<file path="src/rtl/dmem_port_arbiter_if.sv">
// Signal bundle between the MEM stage, the external loader/debug master and the data memory.
// The slave modport is the arbiter's view; the master modport is the surrounding system's view.
interface dmem_port_arbiter_if #(
  parameter int DATA_W     = 32,
  parameter int DM_ADDRESS = 9
);
  // core (EX/MEM register outputs)
  logic                  core_rd;
  logic                  core_wr;
  logic [DM_ADDRESS-1:0] core_addr;
  logic [DATA_W-1:0]     core_wdata;
  logic [2:0]            core_func3;
  logic [DATA_W-1:0]     core_rdata;
  logic                  core_stall;

  // external loader / debug master
  logic                  ext_req;
  logic                  ext_we;
  logic                  ext_lock;
  logic [DM_ADDRESS-1:0] ext_addr;
  logic [DATA_W-1:0]     ext_wdata;
  logic                  ext_gnt;
  logic                  ext_rvalid;
  logic [DATA_W-1:0]     ext_rdata;

  // datamemory side
  logic                  mem_rd;
  logic                  mem_wr;
  logic [DM_ADDRESS-1:0] mem_addr;
  logic [DATA_W-1:0]     mem_wdata;
  logic [2:0]            mem_func3;
  logic [DATA_W-1:0]     mem_rdata;

  // statistics (zero when the counters are not built)
  logic [31:0]           stat_stall;
  logic [31:0]           stat_ext;

  modport slave (
    input  core_rd, core_wr, core_addr, core_wdata, core_func3,
    output core_rdata, core_stall,
    input  ext_req, ext_we, ext_lock, ext_addr, ext_wdata,
    output ext_gnt, ext_rvalid, ext_rdata,
    output mem_rd, mem_wr, mem_addr, mem_wdata, mem_func3,
    input  mem_rdata,
    output stat_stall, stat_ext
  );

  modport master (
    output core_rd, core_wr, core_addr, core_wdata, core_func3,
    input  core_rdata, core_stall,
    output ext_req, ext_we, ext_lock, ext_addr, ext_wdata,
    input  ext_gnt, ext_rvalid, ext_rdata,
    input  mem_rd, mem_wr, mem_addr, mem_wdata, mem_func3,
    output mem_rdata,
    input  stat_stall, stat_ext
  );
endinterface

</file>
<file path="src/rtl/dmem_port_arbiter.sv">
// Data-memory port arbiter: core has fixed priority, ext gets forced slots after MAX_WAIT
// lost cycles plus optional locked bursts. Counters built with DMEM_PORT_ARBITER_STATS_EN.
module dmem_port_arbiter #(
  parameter int DATA_W     = 32,
  parameter int DM_ADDRESS = 9,
  parameter int MAX_WAIT   = 4,
  parameter int LOCK_MAX   = 8
) (
  input logic                clk,
  input logic                reset,
  dmem_port_arbiter_if.slave bus
);

  localparam int                WAIT_W    = $clog2(MAX_WAIT + 1);
  localparam int                LOCK_W    = $clog2(LOCK_MAX + 1);
  localparam logic [WAIT_W-1:0] WAIT_TOP  = WAIT_W'(MAX_WAIT);
  localparam logic [LOCK_W-1:0] LOCK_TOP  = LOCK_W'(LOCK_MAX);
  localparam logic [2:0]        EXT_FUNC3 = 3'b010;
  // A one-access burst never needs the lock state.
  localparam bit                LOCK_OK   = (LOCK_MAX > 1);

  typedef enum logic [1:0] {
    S_CORE = 2'd0,
    S_EXT  = 2'd1,
    S_LOCK = 2'd2
  } state_e;

  state_e              state_q, state_d;
  logic [WAIT_W-1:0]   wait_cnt_q, wait_cnt_d;
  logic [LOCK_W-1:0]   lock_cnt_q, lock_cnt_d;
  logic                hold_q, hold_d;
  logic                ext_rvalid_q;
  logic [DATA_W-1:0]   ext_rdata_q;

  logic                core_req;
  logic                ext_own;
  logic                ext_gnt;
  logic                core_stall;
  logic [WAIT_W-1:0]   wait_inc;
  logic [LOCK_W-1:0]   lock_inc;

  assign core_req = bus.core_rd | bus.core_wr;
  assign wait_inc = (wait_cnt_q == WAIT_TOP) ? WAIT_TOP : wait_cnt_q + 1'b1;
  assign lock_inc = lock_cnt_q + 1'b1;

  always_ff @(posedge clk or posedge reset) begin
    if (reset) begin
      state_q    <= S_CORE;
      wait_cnt_q <= '0;
      lock_cnt_q <= '0;
      hold_q     <= 1'b0;
    end else begin
      state_q    <= state_d;
      wait_cnt_q <= wait_cnt_d;
      lock_cnt_q <= lock_cnt_d;
      hold_q     <= hold_d;
    end
  end

  always_comb begin
    state_d    = state_q;
    wait_cnt_d = wait_cnt_q;
    lock_cnt_d = lock_cnt_q;
    hold_d     = 1'b0;
    ext_own    = 1'b0;
    unique case (state_q)
      S_CORE: begin
        if (core_req) begin
          // hold_q: first cycle after a burst, core's slot does not count against ext
          if (!bus.ext_req || hold_q) begin
            wait_cnt_d = '0;
          end else begin
            wait_cnt_d = wait_inc;
            if (wait_inc == WAIT_TOP) begin
              state_d = S_EXT;
            end
          end
        end else if (bus.ext_req) begin
          ext_own    = 1'b1;
          wait_cnt_d = '0;
          if (bus.ext_lock && LOCK_OK) begin
            state_d    = S_LOCK;
            lock_cnt_d = LOCK_W'(1);
          end
        end else begin
          wait_cnt_d = '0;
        end
      end

      S_EXT: begin
        wait_cnt_d = '0;
        state_d    = S_CORE;
        if (bus.ext_req) begin
          ext_own = 1'b1;
          if (bus.ext_lock && LOCK_OK) begin
            state_d    = S_LOCK;
            lock_cnt_d = LOCK_W'(1);
          end
        end
      end

      S_LOCK: begin
        wait_cnt_d = '0;
        lock_cnt_d = lock_inc;
        if (bus.ext_req) begin
          ext_own = 1'b1;
        end
        // lock_cnt counts grants of the burst including the one that entered the lock
        if (!bus.ext_req || !bus.ext_lock || lock_inc == LOCK_TOP) begin
          state_d    = S_CORE;
          lock_cnt_d = '0;
          hold_d     = 1'b1;
        end
      end

      default: begin
        state_d    = S_CORE;
        wait_cnt_d = '0;
        lock_cnt_d = '0;
      end
    endcase
  end

  assign ext_gnt    = ext_own & ~reset;
  assign core_stall = ext_own & core_req & ~reset;

  // Exactly one owner drives the memory port; the loser's write never reaches it.
  assign bus.mem_rd    = ~reset & (ext_own ? ~bus.ext_we : bus.core_rd);
  assign bus.mem_wr    = ~reset & (ext_own ?  bus.ext_we : bus.core_wr);
  assign bus.mem_addr  = ext_own ? bus.ext_addr  : bus.core_addr;
  assign bus.mem_wdata = ext_own ? bus.ext_wdata : bus.core_wdata;
  assign bus.mem_func3 = ext_own ? EXT_FUNC3     : bus.core_func3;

  assign bus.core_rdata = bus.mem_rdata;
  assign bus.core_stall = core_stall;
  assign bus.ext_gnt    = ext_gnt;

  always_ff @(posedge clk or posedge reset) begin
    if (reset) begin
      ext_rvalid_q <= 1'b0;
      ext_rdata_q  <= '0;
    end else begin
      ext_rvalid_q <= ext_gnt & ~bus.ext_we;
      if (ext_gnt && !bus.ext_we) begin
        ext_rdata_q <= bus.mem_rdata;
      end
    end
  end

  assign bus.ext_rvalid = ext_rvalid_q;
  assign bus.ext_rdata  = ext_rdata_q;

`ifdef DMEM_PORT_ARBITER_STATS_EN
  // Index 0 counts stalled core cycles, index 1 counts ext grants; both saturate.
  genvar gi;
  for (gi = 0; gi < 2; gi++) begin : g_stat
    logic        inc;
    logic [31:0] cnt_q;

    assign inc = (gi == 0) ? core_stall : ext_gnt;

    always_ff @(posedge clk or posedge reset) begin
      if (reset) begin
        cnt_q <= '0;
      end else if (inc && cnt_q != 32'hFFFF_FFFF) begin
        cnt_q <= cnt_q + 32'd1;
      end
    end
  end

  assign bus.stat_stall = g_stat[0].cnt_q;
  assign bus.stat_ext   = g_stat[1].cnt_q;
`else
  assign bus.stat_stall = '0;
  assign bus.stat_ext   = '0;
`endif

endmodule

</file>
<file path="src/flat_wrapper.sv">
// flat-port wrapper written by rule: the top's interface ports become plain ports
module dmem_port_arbiter_flat 
#(
  parameter int DATA_W     = 32,
  parameter int DM_ADDRESS = 9,
  parameter int MAX_WAIT   = 4,
  parameter int LOCK_MAX   = 8
)
  (clk, reset, bus_core_rd, bus_core_wr, bus_core_addr, bus_core_wdata, bus_core_func3, bus_core_rdata, bus_core_stall, bus_ext_req, bus_ext_we, bus_ext_lock, bus_ext_addr, bus_ext_wdata, bus_ext_gnt, bus_ext_rvalid, bus_ext_rdata, bus_mem_rd, bus_mem_wr, bus_mem_addr, bus_mem_wdata, bus_mem_func3, bus_mem_rdata, bus_stat_stall, bus_stat_ext);
  dmem_port_arbiter_if #(.DATA_W(DATA_W), .DM_ADDRESS(DM_ADDRESS)) bus_i ();
  input logic clk;
  input logic reset;
  input wire logic [$bits(bus_i.core_rd)-1:0] bus_core_rd;
  input wire logic [$bits(bus_i.core_wr)-1:0] bus_core_wr;
  input wire logic [$bits(bus_i.core_addr)-1:0] bus_core_addr;
  input wire logic [$bits(bus_i.core_wdata)-1:0] bus_core_wdata;
  input wire logic [$bits(bus_i.core_func3)-1:0] bus_core_func3;
  output wire logic [$bits(bus_i.core_rdata)-1:0] bus_core_rdata;
  output wire logic [$bits(bus_i.core_stall)-1:0] bus_core_stall;
  input wire logic [$bits(bus_i.ext_req)-1:0] bus_ext_req;
  input wire logic [$bits(bus_i.ext_we)-1:0] bus_ext_we;
  input wire logic [$bits(bus_i.ext_lock)-1:0] bus_ext_lock;
  input wire logic [$bits(bus_i.ext_addr)-1:0] bus_ext_addr;
  input wire logic [$bits(bus_i.ext_wdata)-1:0] bus_ext_wdata;
  output wire logic [$bits(bus_i.ext_gnt)-1:0] bus_ext_gnt;
  output wire logic [$bits(bus_i.ext_rvalid)-1:0] bus_ext_rvalid;
  output wire logic [$bits(bus_i.ext_rdata)-1:0] bus_ext_rdata;
  output wire logic [$bits(bus_i.mem_rd)-1:0] bus_mem_rd;
  output wire logic [$bits(bus_i.mem_wr)-1:0] bus_mem_wr;
  output wire logic [$bits(bus_i.mem_addr)-1:0] bus_mem_addr;
  output wire logic [$bits(bus_i.mem_wdata)-1:0] bus_mem_wdata;
  output wire logic [$bits(bus_i.mem_func3)-1:0] bus_mem_func3;
  input wire logic [$bits(bus_i.mem_rdata)-1:0] bus_mem_rdata;
  output wire logic [$bits(bus_i.stat_stall)-1:0] bus_stat_stall;
  output wire logic [$bits(bus_i.stat_ext)-1:0] bus_stat_ext;
  assign bus_i.core_rd = bus_core_rd;
  assign bus_i.core_wr = bus_core_wr;
  assign bus_i.core_addr = bus_core_addr;
  assign bus_i.core_wdata = bus_core_wdata;
  assign bus_i.core_func3 = bus_core_func3;
  assign bus_core_rdata = bus_i.core_rdata;
  assign bus_core_stall = bus_i.core_stall;
  assign bus_i.ext_req = bus_ext_req;
  assign bus_i.ext_we = bus_ext_we;
  assign bus_i.ext_lock = bus_ext_lock;
  assign bus_i.ext_addr = bus_ext_addr;
  assign bus_i.ext_wdata = bus_ext_wdata;
  assign bus_ext_gnt = bus_i.ext_gnt;
  assign bus_ext_rvalid = bus_i.ext_rvalid;
  assign bus_ext_rdata = bus_i.ext_rdata;
  assign bus_mem_rd = bus_i.mem_rd;
  assign bus_mem_wr = bus_i.mem_wr;
  assign bus_mem_addr = bus_i.mem_addr;
  assign bus_mem_wdata = bus_i.mem_wdata;
  assign bus_mem_func3 = bus_i.mem_func3;
  assign bus_i.mem_rdata = bus_mem_rdata;
  assign bus_stat_stall = bus_i.stat_stall;
  assign bus_stat_ext = bus_i.stat_ext;
  dmem_port_arbiter #(.DATA_W(DATA_W), .DM_ADDRESS(DM_ADDRESS), .MAX_WAIT(MAX_WAIT), .LOCK_MAX(LOCK_MAX)) u_core (.clk(clk), .reset(reset), .bus(bus_i));
endmodule
</file>
<file path="config.mk">
export PLATFORM = sky130hd
export DESIGN_NAME = dmem_port_arbiter_flat
export DESIGN_NICKNAME = d
export VERILOG_FILES = /design/src/rtl/dmem_port_arbiter_if.sv /design/src/rtl/dmem_port_arbiter.sv /design/src/flat_wrapper.sv
export SDC_FILE = /design/constraint.sdc
export NUM_CORES = 1
export LEC_CHECK = 0
export CAP_MARGIN = 15
export CORE_AREA = 2 2 117 119
export DETAILED_ROUTE_END_ITERATION = 10
export DIE_AREA = 0 0 119 121
export GPL_TIMING_DRIVEN = 0
export PLACE_DENSITY = 0.7
export SYNTH_ARGS = -nofsm -noshare
export SYNTH_HDL_FRONTEND = slang
export SYNTH_SLANG_ARGS = --single-unit
</file>
<file path="constraint.sdc">
create_clock -name clk -period 5.65 [get_ports clk]
set_clock_uncertainty 0.05 [all_clocks]
set_input_delay 1.695 -clock clk [delete_from_list [all_inputs] [get_ports clk]]
set_output_delay 1.695 -clock clk [all_outputs]
set_load 0.005 [all_outputs]
</file>
==> impl_metrics.tcl, run 1 <==
set metrics [dict create \
    coreArea_sq_um 13100 \
    syn-cell-area_sq_um 3250 \
    p_per_area_nw_per_um2 268 \
    io_buffers 236 \
    synthTopCellsByCount "buf_4 (98), mux2_2 (73), dfrtp_1 (43)" \
    dr.pass1.iters 2 \
    ant_nets 0 \
    drt_iter0_drc 66 \
    clk_pin_slew_worst_paths_ps 50 \
    worstPathCellList "clkdlybuf4s50_1 > nor3b_2 > o21ai_4 > buf_6 > buf_4 > mux2_2 > clkdlybuf4s50_1" \
    synth_edf_count 0 \
    critPathLaunchType "input port" \
    slowest_delay_ps 580 \
    crit_top_cell "clkdlybuf4s50_1" \
    holdCritPathClass "register to register" \
    grt_pass1_wl_mm 15.7 \
    vias 2992 \
    grt_max_degree 42 \
    power_mw 1.67 \
    cp-end-kind "output port" \
    critPathKind "input port to output port" \
    synth_top_area_share_pct 33.1 \
    grt.overflow.total 0 \
    syn_area_per_cell_sq_um 10.9 \
    drive_above_1_share_pct 32.3 \
    antenna_cells 0 \
    start_util_pct 24.9 \
    synth.distinct_cells 39 \
    status "completed" \
    crit_required_ps 3900 \
    fmax_mhz 181 \
    leakage_nw 2.81 \
    cts_buffers 5 \
    io-pin-count 301 \
    synth_most_common_cell "buf_4" \
    postSynthCellCount 299 \
    area_delta_synth_final_pct 92.1 \
    post-dp-hpwl_mm 8.52 \
    synthTopCellsByArea "dfrtp_1 (33%), mux2_2 (25%), buf_4 (23%), ha_1 (3.1%), inv_1 (1.4%)" \
    cap_violations 0 \
    rsz0062_at_grt "false" \
    hold_violations 0 \
    die-area_sq_um 14400 \
    grt_pass1_vias 3256 \
    wl_mm 9.80 \
    setup_tns_ps 0 \
    cts_tree "yes" \
    die_h_microns 121 \
    num_rows 42 \
    period_needed_ps 5520 \
    cts_root_buf "clkbuf_16" \
    seqCellArea_sq_um 1080 \
    wl_per_cell_microns 12.5 \
    antenna_found_initial 0 \
    slew_viol_final 0 \
    synth-main-ff-cell "dfrtp_1" \
    reg2reg_setup_slack_ps 3290 \
    crit_family "buffers and inverters" \
    gp_congestion 0.796 \
    multiInputGateArea_sq_um 1590 \
    cts_hold_buffers 0 \
    ys_seq_area_share_pct 33.1 \
    synth-seq-cells 43 \
    drc 0 \
    cp.arrival_ps 3780 \
    crit_buf_inv 4 \
    htree_levels 2 \
    synth_largest_area_cell "dfrtp_1" \
    insertion_delay_ps 280 \
    nFillCells 1198 \
    yosysWarnings 0 \
    vdd_drop_max_mv 0.129 \
    final_nets 738 \
    period_share_pct 97.8 \
    crit_fanout 10 \
    critPathSlowestCell "clkdlybuf4s50_1" \
    via_per_inst 3.82 \
    grt_usage_pct 13.4 \
    clk_path_buf_depth 2 \
    die_width_microns 119 \
    clock_sinks 43 \
    setup_viol 0 \
    async_reset_ff_share_pct 100 \
]
==> timing repair <==
item | CTS | global route
pin swaps | 0 | 0
setup buffers | 0 | 0
gates resized for setup | 1 | 2
endpoints found under the setup margin | 2 | 4
==> flip-flops by register name, indices dropped and copies added (netlist names) <==
name	flops
u_core.lock_cnt_q	4
u_core.wait_cnt_q	3
u_core.hold_q	1
u_core.bus.ext_rdata	32
u_core.state_q	2
u_core.bus.ext_rvalid	1
==> final timing paths <==
path,endpoint,cells past startpoint,from
max in group asynchronous,u_core.bus.ext_rdata[29],3,reset
min,u_core.bus.ext_rdata[16],1,u_core.bus.ext_rdata[16]
max,bus_mem_wdata[30],7,bus_core_rd
min reg2reg,u_core.bus.ext_rdata[16],1,u_core.bus.ext_rdata[16]
max reg2reg,u_core.bus.ext_rdata[29],7,u_core.state_q[0]
min in group asynchronous,u_core.state_q[1],2,reset
==> layout make-up <==
cell class / instances / share of cell area, %
Timing Repair Buffer: 237 / 38.1
Multi-Input combinational cell: 203 / 25.5
Sequential cell: 43 / 17.2
Buffer: 104 / 12.6
Tap cell: 176 / 3.53
Clock buffer: 6 / 2.06
Inverter: 12 / 0.721
Clock inverter: 2 / 0.200
==> cells in the final DEF, fill, tap and decap left out, types with 4 or more instances in the layout <==
master and instances:
inv_1 11, buf_6 4, conb_1 64, dfrtp_1 43, ha_1 8, clkbuf_16 5
a21oi_1 4, nor2_1 7, and2_1 4, clkdlybuf4s50_1 236, mux2_2 73, buf_4 97
==> worst reg2reg max path, delay by kind of cell, from the launching register on <==
kind | cells | cell delay, ps
muxes | 1 | 340
adders and majority gates | 1 | 310
buffers and inverters | 2 | 340
AOI/OAI and AO/OA | 1 | 120
DFF | 1 | 430
and+or+nand+nor | 2 | 640
==> layer usage <==
layer	vias up	share of wire (%)	track usage, %
li1	1478	-	-
met1	1331	35	13.3
met2	171	53	26.0
met3	12	11	5.12
met4	0	1.3	3.42
met5	-	0	0
==> per-stage QoR <==
| step | instances | hold slack [ps] | setup WS [ps] | cell area, sq um | util (%) |
|---|---|---|---|---|---|
| after floorplan | 362 | 413 | 899 | 3490 | - |
| after global placement | 774 | 431 | -685 | 6070 | 46.4 |
| after detailed placement | 775 | 444 | -12.4 | 6090 | 46.5 |
| after CTS | 783 | 457 | 54.6 | 6240 | 47.7 |
| after global routing | 783 | 468 | 27.6 | 6250 | 47.7 |
| final | 783 | 452 | 125 | 6250 | 47.7 |
==> where the power goes <==
group	total, mW	internal, mW	switching [mW]
Sequential	0.505	0.437	0.0677
Clock	0.274	0.163	0.112
Combinational	0.892	0.613	0.279
Total	1.67	1.21	0.459
==> logic make-up (layout without fill, tap and decap cells) <==
logic type	count (synthesis)	in the layout	share of synthesized area, %
buffers and inverters	116	361	25.5
muxes	75	75	25.9
DFF	43	43	33.1
and+or+nand+nor	32	32	6.16
AOI/OAI and AO/OA	24	24	6.16
adders and majority gates	8	8	3.08
other	1	64	0.115
Power figures use the tool's default switching activity.
==> run 2: changes to the inputs <==
--- a/config.mk
+++ b/config.mk
@@ -6,11 +6,12 @@
 export NUM_CORES = 1
 export LEC_CHECK = 0
 export CAP_MARGIN = 15
-export CORE_AREA = 2 2 117 119
+export CORE_ASPECT_RATIO = 0.9
+export CORE_MARGIN = 10
+export CORE_UTILIZATION = 34
 export DETAILED_ROUTE_END_ITERATION = 10
-export DIE_AREA = 0 0 119 121
 export GPL_TIMING_DRIVEN = 0
-export PLACE_DENSITY = 0.7
+export PLACE_DENSITY = 0.9
 export SYNTH_ARGS = -nofsm -noshare
 export SYNTH_HDL_FRONTEND = slang
 export SYNTH_SLANG_ARGS = --single-unit
==> impl_metrics.tcl, run 2 (synthesized netlist as in run 1, its figures left out) <==
set metrics [dict create \
    drt_iter0_drc 49 \
    worstRegToRegCells 7 \
    grt_pass1_wl_mm 19.7 \
    grt_max_degree 45 \
    final_nets 737 \
    status "completed" \
    post-dp-hpwl_mm 12.3 \
    leakage_nw 2.79 \
    cts_hold_buffers 0 \
    critPathLaunchType "input port" \
    clk_path_buf_depth 2 \
    cts_buffers 5 \
    cts_tree "yes" \
    period_needed_ps 5540 \
    wl_per_cell_microns 18.8 \
    ant_nets 0 \
    worstReg2RegStart "u_core.state_q[0]" \
    dr.pass1.iters 4 \
    die_width_microns 123 \
    antenna_cells 0 \
    htree_levels 2 \
    r2r-end "u_core.bus.ext_rdata[15]" \
    reg2reg_setup_slack_ps 3370 \
    period_share_pct 98.1 \
    rsz0062_at_grt "false" \
    cp.arrival_ps 3800 \
    drive_above_1_share_pct 31.9 \
    tightest_slew_ps 523 \
    p_per_area_nw_per_um2 273 \
    num_rows 33 \
    area_delta_synth_final_pct 88.1 \
    postCtsResizedCells 3 \
    whs_endpoint "u_core.bus.ext_rdata[27]" \
    whs_ps 456 \
    die-area_sq_um 13900 \
    vias 3081 \
    drc 0 \
    cp-end-kind "output port" \
    clock_sinks 43 \
    insertion_delay_ps 290 \
    cts_root_buf "clkbuf_8" \
    slew_headroom_pct 65.1 \
    critPathKind "input port to output port" \
    setup_viol 0 \
    cap_violations 0 \
    vdd_drop_max_mv 0.155 \
    largest_reg_flops 32 \
    clk_pin_slew_worst_paths_ps 70 \
    grt_pass1_vias 3394 \
    final_core_util_pct 66.4 \
    wl_mm 13.7 \
    hold_violations 0 \
    fmax_mhz 180 \
    layout_common_cells "clkdlybuf4s50_1 (235), buf_4 (97), mux2_2 (73)" \
    grt.overflow.total 0 \
    power_mw 1.67 \
    via_per_inst 4.24 \
    io_buffers 236 \
    final_common_cell "clkdlybuf4s50_1" \
    cts_setup_buffers 0 \
    start_util_pct 35.3 \
    holdCritPathClass "register to register" \
    whs_path_depth 1 \
    gp_congestion 0.847 \
    min_from "u_core.bus.ext_rdata[27]" \
    grt_usage_pct 18.4 \
    crit_fanout 10 \
    antenna_found_initial 0 \
    io-pin-count 301 \
    coreArea_sq_um 9210 \
    crit_required_ps 3900 \
    slew_viol_final 0 \
    die_h_microns 113 \
]
-- run 2: critical path: stages --
cell,delay [ps]
clkdlybuf4s50_1,570
nor2b_1,260
o21ai_4,140
buf_6,170
buf_4,170
mux2i_1,120
nor2_1,90
clkdlybuf4s50_1,580
-- run 2: metal layers --
metal | routed length [microns] | track usage [%]
met1 | 4080 | 15.3
met2 | 7480 | 36.2
met3 | 1690 | 8.20
met4 | 448 | 7.29
met5 | 0 | 0
-- run 2: final cells by class --
cell class                      count  area (sq um)
Timing Repair Buffer              236          2360
Tap cell                          122           153
Multi-Input combinational cell    203          1590
Fill cell                         646          3090
Inverter                           12          47.5
Buffer                            104           788
Sequential cell                    43          1080
Clock buffer                        6          72.6
Clock inverter                      1          30.0
-- run 2: worst max path at each step --
stage	startpoint	to
after global routing	bus_ext_req	bus_mem_wr
after floorplan	reset	bus_mem_rd
after detailed placement	bus_core_rd	bus_mem_wdata[29]
after CTS	bus_core_wr	bus_mem_wdata[29]
final	bus_ext_req	bus_mem_wr
after global placement	reset	bus_mem_rd
-- run 2: report_power, final --
group / switching [mW] / internal [mW] / leakage [nW]
combinational: 0.316 / 0.613 / 2.20
sequential: 0.0743 / 0.436 / 0.534
clock: 0.0994 / 0.130 / 0.0513
-- run 2: per-stage QoR --
stage          instances  area [sq um]  setup slack [ps]  setup TNS (ps)
2_1_floorplan        362          3490               899               0
3_3_place_gp         720          6000              -578           -1840
3_5_place_dp         720          6000             -99.8            -492
4_1_cts              727          6110              54.3               0
5_1_grt              727          6120              6.24               0
6_report             727          6120               106               0
==> run 3: changes to the inputs <==
--- a/config.mk
+++ b/config.mk
@@ -11,7 +11,9 @@
 export CORE_UTILIZATION = 34
 export DETAILED_ROUTE_END_ITERATION = 10
 export GPL_TIMING_DRIVEN = 0
+export HOLD_SLACK_MARGIN = 0.1
 export PLACE_DENSITY = 0.9
 export SYNTH_ARGS = -nofsm -noshare
 export SYNTH_HDL_FRONTEND = slang
 export SYNTH_SLANG_ARGS = --single-unit
+export TNS_END_PERCENT = 30
==> results of run 3 <==
Final layout, timing and power as in run 2 (identical DEF).
